File: src/rtl/alu_serial_seq.sv
// alu_serial_seq: bit-serial 32-bit ALU, one 1-bit slice per clock, LSB first.
//
// Ports
//   clk_i       rising-edge clock
//   rst_i       synchronous active-high reset
//   start_i     operation request, sampled only while ready_o=1
//   src1_i      operand A
//   src2_i      operand B
//   ctrl_i      {A_invert, B_invert, operation[1:0]}
//                 op 00 AND, 01 OR, 10 ADD, 11 SLT (NOR=1100, SUB=0110, SLT=0111)
//   ready_o     idle, a start will be accepted
//   done_o      one-cycle pulse, result outputs valid
//   result_o    result
//   zero_o      result_o == 0 (combinational on the registered result)
//   cout_o      carry out of bit 31 (ADD family only)
//   overflow_o  signed overflow (ADD family only)
//
// Configuration
//   ALU_SERIAL_FASTLOGIC_EN  when defined, AND/OR operations are computed in
//                            parallel on the accept edge and skip RUN.

module alu_serial_seq (
  input  logic        clk_i,
  input  logic        rst_i,
  input  logic        start_i,
  input  logic [31:0] src1_i,
  input  logic [31:0] src2_i,
  input  logic [3:0]  ctrl_i,
  output logic        ready_o,
  output logic        done_o,
  output logic [31:0] result_o,
  output logic        zero_o,
  output logic        cout_o,
  output logic        overflow_o
);

  localparam int unsigned DATA_W = 32;
  localparam int unsigned CNT_W  = 5;
  localparam int unsigned CTRL_W = 4;

  localparam logic [1:0] OP_AND = 2'b00;
  localparam logic [1:0] OP_OR  = 2'b01;
  localparam logic [1:0] OP_ADD = 2'b10;
  localparam logic [1:0] OP_SLT = 2'b11;

  typedef enum logic [1:0] {
    IDLE = 2'd0,
    RUN  = 2'd1,
    DONE = 2'd2
  } state_t;

  state_t              state_q, state_d;
  logic [CNT_W-1:0]    cnt_q, cnt_d;
  logic                carry_q, carry_d;
  logic [DATA_W-1:0]   a_q, a_d;
  logic [DATA_W-1:0]   b_q, b_d;
  logic [CTRL_W-1:0]   ctrl_q, ctrl_d;
  logic [DATA_W-1:0]   result_d;
  logic                cout_d, ovf_d;
  logic                ready_d, done_d;

  // Current bit slice
  logic ai, bi, sum_bit, carry_out, slice_bit;
  logic last_bit;

`ifdef ALU_SERIAL_FASTLOGIC_EN
  logic [DATA_W-1:0] fast_a, fast_b, fast_result;

  // Parallel AND/OR straight from the inputs on the accept edge
  always_comb begin
    fast_a      = src1_i ^ {DATA_W{ctrl_i[3]}};
    fast_b      = src2_i ^ {DATA_W{ctrl_i[2]}};
    fast_result = (ctrl_i[1:0] == OP_AND) ? (fast_a & fast_b) : (fast_a | fast_b);
  end
`endif

  // One-bit slice of the latched operands at the current counter position
  always_comb begin
    ai        = a_q[cnt_q] ^ ctrl_q[3];
    bi        = b_q[cnt_q] ^ ctrl_q[2];
    sum_bit   = ai ^ bi ^ carry_q;
    carry_out = (ai & bi) | (ai & carry_q) | (bi & carry_q);
    last_bit  = (cnt_q == CNT_W'(DATA_W - 1));
    case (ctrl_q[1:0])
      OP_AND:  slice_bit = ai & bi;
      OP_OR:   slice_bit = ai | bi;
      OP_ADD:  slice_bit = sum_bit;
      default: slice_bit = 1'b0;  // SLT: upper bits zero, bit 0 patched at the end
    endcase
  end

  // Next-state and datapath update
  always_comb begin
    state_d  = state_q;
    cnt_d    = cnt_q;
    carry_d  = carry_q;
    a_d      = a_q;
    b_d      = b_q;
    ctrl_d   = ctrl_q;
    result_d = result_o;
    cout_d   = cout_o;
    ovf_d    = overflow_o;

    case (state_q)
      IDLE: begin
        if (start_i) begin
          a_d     = src1_i;
          b_d     = src2_i;
          ctrl_d  = ctrl_i;
          cnt_d   = '0;
          carry_d = ctrl_i[2];  // B_invert doubles as carry-in for subtraction
          state_d = RUN;
`ifdef ALU_SERIAL_FASTLOGIC_EN
          if (!ctrl_i[1]) begin
            result_d = fast_result;
            cout_d   = 1'b0;
            ovf_d    = 1'b0;
            state_d  = DONE;
          end
`endif
        end
      end

      RUN: begin
        // Shift in from the top so bit 0 ends at the LSB after 32 slices
        result_d = {slice_bit, result_o[DATA_W-1:1]};
        carry_d  = carry_out;
        cnt_d    = cnt_q + CNT_W'(1);
        if (last_bit) begin
          state_d = DONE;
          if (ctrl_q[1:0] == OP_ADD) begin
            cout_d = carry_out;
            ovf_d  = (ai & bi & ~sum_bit) | (~ai & ~bi & sum_bit);
          end else begin
            cout_d = 1'b0;
            ovf_d  = 1'b0;
          end
          // SLT: set = raw sign of A-B, no overflow correction
          if (ctrl_q[1:0] == OP_SLT) begin
            result_d = {{(DATA_W - 1){1'b0}}, sum_bit};
          end
        end
      end

      DONE: begin
        state_d = IDLE;
      end

      default: begin
        state_d = IDLE;
      end
    endcase

    ready_d = (state_d == IDLE);
    done_d  = (state_d == DONE);
  end

  // State and datapath registers
  always_ff @(posedge clk_i) begin
    if (rst_i) begin
      state_q    <= IDLE;
      cnt_q      <= '0;
      carry_q    <= 1'b0;
      a_q        <= '0;
      b_q        <= '0;
      ctrl_q     <= '0;
      result_o   <= '0;
      cout_o     <= 1'b0;
      overflow_o <= 1'b0;
      ready_o    <= 1'b1;
      done_o     <= 1'b0;
    end else begin
      state_q    <= state_d;
      cnt_q      <= cnt_d;
      carry_q    <= carry_d;
      a_q        <= a_d;
      b_q        <= b_d;
      ctrl_q     <= ctrl_d;
      result_o   <= result_d;
      cout_o     <= cout_d;
      overflow_o <= ovf_d;
      ready_o    <= ready_d;
      done_o     <= done_d;
    end
  end

  assign zero_o = (result_o == '0);

endmodule

File: config.mk
export PLATFORM = sky130hd
export DESIGN_NAME = alu_serial_seq
export DESIGN_NICKNAME = d
export VERILOG_FILES = /design/src/rtl/alu_serial_seq.sv
export SDC_FILE = /design/constraint.sdc
export NUM_CORES = 1
export LEC_CHECK = 0
export CAP_MARGIN = 40
export CORE_ASPECT_RATIO = 1.75
export CORE_MARGIN = 3
export CORE_UTILIZATION = 54
export CTS_CLUSTER_SIZE = 28
export DETAILED_ROUTE_END_ITERATION = 6
export GPL_ROUTABILITY_DRIVEN = 0
export PLACE_DENSITY = 0.85
export SLEW_MARGIN = 30
export SYNTH_ARGS = -nofsm -noshare
export SYNTH_HDL_FRONTEND = slang
export SYNTH_SLANG_ARGS = --single-unit
export TNS_END_PERCENT = 20
File: constraint.sdc
create_clock -name clk_i -period 5.8 [get_ports clk_i]
set_input_delay 1.16 -clock clk_i [delete_from_list [all_inputs] [get_ports clk_i]]
set_output_delay 1.16 -clock clk_i [all_outputs]
set_load 0.01 [all_outputs]
Word-level counts from Yosys, hierarchy flattened
Index checks and enable logic that the tools add are counted.

storage, ports and cells
  register bits = 112
  bits of input ports = 71
  output and inout port bits = 37
  logic and storage cells = 61

cells by class
  $add $sub $neg = 1
  order comparisons = 1
  equal/unequal tests = 7
  multiplexer cells = 16
  bitwise logic cells = 17
  reduce and logical (&&, ||, !) cells = 8

operators with widths
  cell                   number
  $mux W32               2
  $logic_not A32 Y1      1
  $bmux W1 S5            2
  $pmux W5 S2            1
  $and A1 B1 Y1          6
  $eq A2 B2 Y1 const B   3
  $logic_not A2 Y1       3
  $lt A5 B6 Y1 const B   1
  $reduce_and A2 Y1      3
  $add A5 B1 Y5 const B  1
  $eq A5 B5 Y1 const B   1
  $mux W1                5
  $mux W5                1
  $eq A2 B1 Y1 const B   2
  $mux W2                2
  $or A1 B1 Y1           4
  $pmux W2 S2            1
  $xor A1 B1 Y1          4
  $not A1 Y1             3
  $pmux W1 S3            1
  $ne A2 B2 Y1 const B   1
  $pmux W1 S2            1
  $reduce_bool A2 Y1     1

Logic depth before layout (Yosys ltp)
  depth after elaboration = 9
  gate-level depth with buffers = 12
  gate-level depth less buffers = 10

Worst setup path before layout
OpenSTA, ideal clock, no wires.

  path type = reg2reg
  start point = register cnt_q[0]
  end point = register overflow_o
  library setup time = 65 ps
  arrival = 2678 ps
  data required time = 5735 ps
  path slack = 3057 ps
  stages on the path, launching flop included = 12
  path buffers = 1
  period minus slack after synthesis = 2743 ps
  path through = dfxtp_1 -> buf_6 -> mux4_1 -> mux2_2 -> nand3_2 -> nand4_2 -> xor2_1 -> fa_1 -> mux2i_1 -> nor4b_1 -> a21oi_1 -> nor2_1

between the ends
  cells in the longest elaborated chain, start to end = 9
  elaborated cells on any way between the ends = 19
  those cells by class = eq/ne: 1; mux: 5; bitwise: 12; reduce/logical: 1

ends and longest elaborated chain
  what                                     RTL line  source
  start: declaration                       53        logic [CNT_W-1:0] cnt_q, cnt_d;
  start signal: assignment                 174       cnt_q <= cnt_d;
  $bmux W1 S5, on equally long branches    79, 80
  $mux W1, on equally long branches        79, 80
  $xor A1 B1 Y1, on equally long branches  79, 80
  $xor A1 B1 Y1 (2 in a row)               81        sum_bit = ai ^ bi ^ carry_q;
  $not A1 Y1                               133       ovf_d = (ai & bi & ~sum_bit) | (~ai & ~bi & sum_bit);
  $and A1 B1 Y1                            133
  $or A1 B1 Y1                             133
  $mux W1                                  131       if (ctrl_q[1:0] == OP_ADD) begin
  end signal: assignment                   181       overflow_o <= ovf_d;
  end: declaration                         34        output logic overflow_o

Parallel ways exist; a longest one is shown, timed or not. The select of a mux whose other input is x is not followed.
A chain may end at the register's enable or synchronous reset.

Worst setup path after layout
  start point = register cnt_q[1]
  end point = register overflow_o

The elaborated chain is that of the path after synthesis.

==> flow_summary.json <==
{
  "cts.clk_slew.worst_paths_ns": 0.07,
  "dp_hpwl_mm": 7.773,
  "worstSetupPathType": "flip-flop to flip-flop",
  "crit_path_max_fanout": 12,
  "reg2reg_depth": 11,
  "fin_skew_ns": 0.007230,
  "synth_nets": 650,
  "fin_ws_ns": 2.271,
  "rsz0062_at_grt": "no",
  "vias": 4235,
  "io_buffer_count": 107,
  "outcome": "completed",
  "worstPathRequired_ns": 6.08,
  "setup_tns_ns": 0,
  "slew_headroom": 0.4605,
  "wl_per_cell_um": 14.40,
  "cp-end-kind": "flip-flop",
  "hp-class": "flip-flop to flip-flop",
  "die_area_mm2": 0.009974,
  "clock-root-buffer": "clkbuf_16",
  "viasPerCell": 5.472,
  "synthesis.area_mm2": 0.004736,
  "crit_path_start_kind": "flip-flop",
  "setup_viol": 0,
  "crit_arrival_ns": 3.81,
  "detail_route.iter0.violations": 183,
  "numCtsBuffers": 9,
  "grt_max_degree": 72,
  "synth_cell_types": 40,
  "cts_hold_buf": 0,
  "htree_levels": 3,
  "clock_latency_ns": 0.34,
  "leakage_nw": 2.150,
  "fp.dieW_um": 76.79,
  "ir_drop_mv": 0.2823,
  "drc": 0,
  "dr.pass1.iters": 4,
  "grt_pass1_wl_mm": 18.21,
  "drv_slew": 0,
  "cts_resized": 0,
  "syn_inst": 574,
  "track_usage": 0.2261,
  "worst_pin_slew_ns": 0.8084,
  "design.core.area_mm2": 0.008423,
  "die_y_um": 129.9,
  "yosys_warnings": 0,
  "grt_pass1_vias": 4004,
  "hold_ws_ns": 0.4521,
  "layout-drive-gt1-share": 0.05008,
  "ys_seq_area_frac": 0.4734,
  "avgSynthCellArea_um2": 8.251,
  "cts.path.max_buffers": 2,
  "hold_path_depth": 2,
  "rows": 44,
  "hold_viol": 0,
  "start_util": 0.5622,
  "ios": 108,
  "cts.sinks": 112,
  "antenna_left": 0,
  "fmax_mhz": 283.3,
  "wirelength_mm": 11.15,
  "antenna_found_initial": 0,
  "nets": 730,
  "power_density_mw_per_mm2": 258.7,
  "overflow": 0,
  "post-place-ws_ns": 2.230,
  "syn2layout_area_growth_pct": 29.33,
  "period_share": 0.6085,
  "synth-seq-cells": 112,
  "cts_tree": "done",
  "fin_crit_ns": 3.529,
  "post_cts_buffers": 0,
  "cap_violations": 0,
  "antenna_cells": 0,
  "power.total_mw": 1.585
}
==> where the power goes <==
group	total [mW]	leakage, nW	switching [mW]	internal (mW)
combinational	0.200	1.11	0.0999	0.0997
sequential	0.822	0.914	0.0200	0.802
clock	0.563	0.130	0.261	0.302
==> area by class of cell <==
cell class / count / area (um2)
clock buffers: 13 / 250.2
well taps: 115 / 143.9
fillers: 674 / 2298
repair buffers: 115 / 1152
multi-input cells: 415 / 2315
inverters: 1 / 3.754
clock inverters: 3 / 17.52
flip-flops and latches: 112 / 2242
==> cells in the final DEF (no fill, tap or decap), types with 4 or more instances in the layout <==
master,n
mux4_1,7
buf_4,5
clkbuf_16,9
clkdlybuf4s50_1,106
nand4_1,4
mux2i_1,24
nand3b_1,4
nor4_1,8
a21oi_1,106
dfxtp_1,112
nand2_1,173
nor2_1,17
ha_1,4
nand3_1,34
==> critical path, stage by stage, from the launching register on <==
cell	delay (ns)
dfxtp_1	0.69
buf_6	0.25
mux2i_1	0.10
mux4_2	0.48
a32oi_1	0.16
nand3_1	0.18
xnor2_1	0.34
fa_1	0.53
mux2i_1	0.15
nor4b_1	0.39
a21oi_1	0.09
nor2_1	0.11
==> metrics by stage <==
step	util	cells	area (um2)
floorplan	-	574	4736
global placement	0.6876	754	5792
detailed placement	0.6940	757	5846
CTS	0.7258	773	6113
global route	0.7271	774	6125
finish	0.7271	774	6125
==> state kept, by name (all words and copies together) (netlist names) <==
name / flops
a_q: 32
b_q: 32
result_o: 32
cnt_q: 5
ctrl_q: 4
state_q: 2
carry_q: 1
cout_o: 1
done_o: 1
overflow_o: 1
ready_o: 1
==> metal layers <==
layer | vias to the layer above | global-route usage | wire length [um]
li1 | 2114 | - | -
met4 | 0 | 0.1035 | 261
met3 | 23 | 0.04351 | 451
met5 | - | 0 | 0
met2 | 120 | 0.4281 | 6171
met1 | 1978 | 0.2399 | 4260
==> worst paths after layout <==
path / startpoint / to / slack, ns
max: cnt_q[1] / overflow_o / 2.27
min: a_q[15] / a_q[15] / 0.45
max reg2reg: cnt_q[1] / overflow_o / 2.27
min reg2reg: a_q[15] / a_q[15] / 0.45
==> Yosys cell counts (all sizes together) <==
cell / count / area [um2]
nand2: 173 / 649.4
dfxtp: 112 / 2242
a21oi: 106 / 530.5
nand3: 36 / 185.2
clkbuf: 33 / 123.9
mux2i: 24 / 240.2
nor2: 17 / 63.81
buf: 13 / 70.07
mux4: 9 / 229.0
nor4: 8 / 50.05
nand4: 5 / 37.53
ha: 4 / 50.05
nand3b: 4 / 30.03
nor2b: 3 / 18.77
a211oi: 2 / 15.01
a22oi: 2 / 15.01
a31oi: 2 / 12.51
mux2: 2 / 22.52
o21ai: 2 / 10.01
xnor2: 2 / 17.52
xor2: 2 / 17.52
a2bb2oi: 1 / 8.760
a311oi: 1 / 8.760
a32oi: 1 / 8.760
and3: 1 / 6.260
fa: 1 / 20.02
inv: 1 / 3.750
nand2b: 1 / 6.260
nor3: 1 / 5.000
nor3b: 1 / 7.510
nor4b: 1 / 8.760
or2: 1 / 6.260
or3: 1 / 6.260
or3b: 1 / 8.760
==> logic make-up after synthesis <==
group,synth area share
AOI/OAI and AO/OA,0.1287
muxes,0.1038
xor gates and xnor gates,0.007399
adders and majority gates,0.01480
buffers and inverters,0.04174
and+or+nand+nor,0.2301
DFF,0.4734
Power figures use the tool's default switching activity.
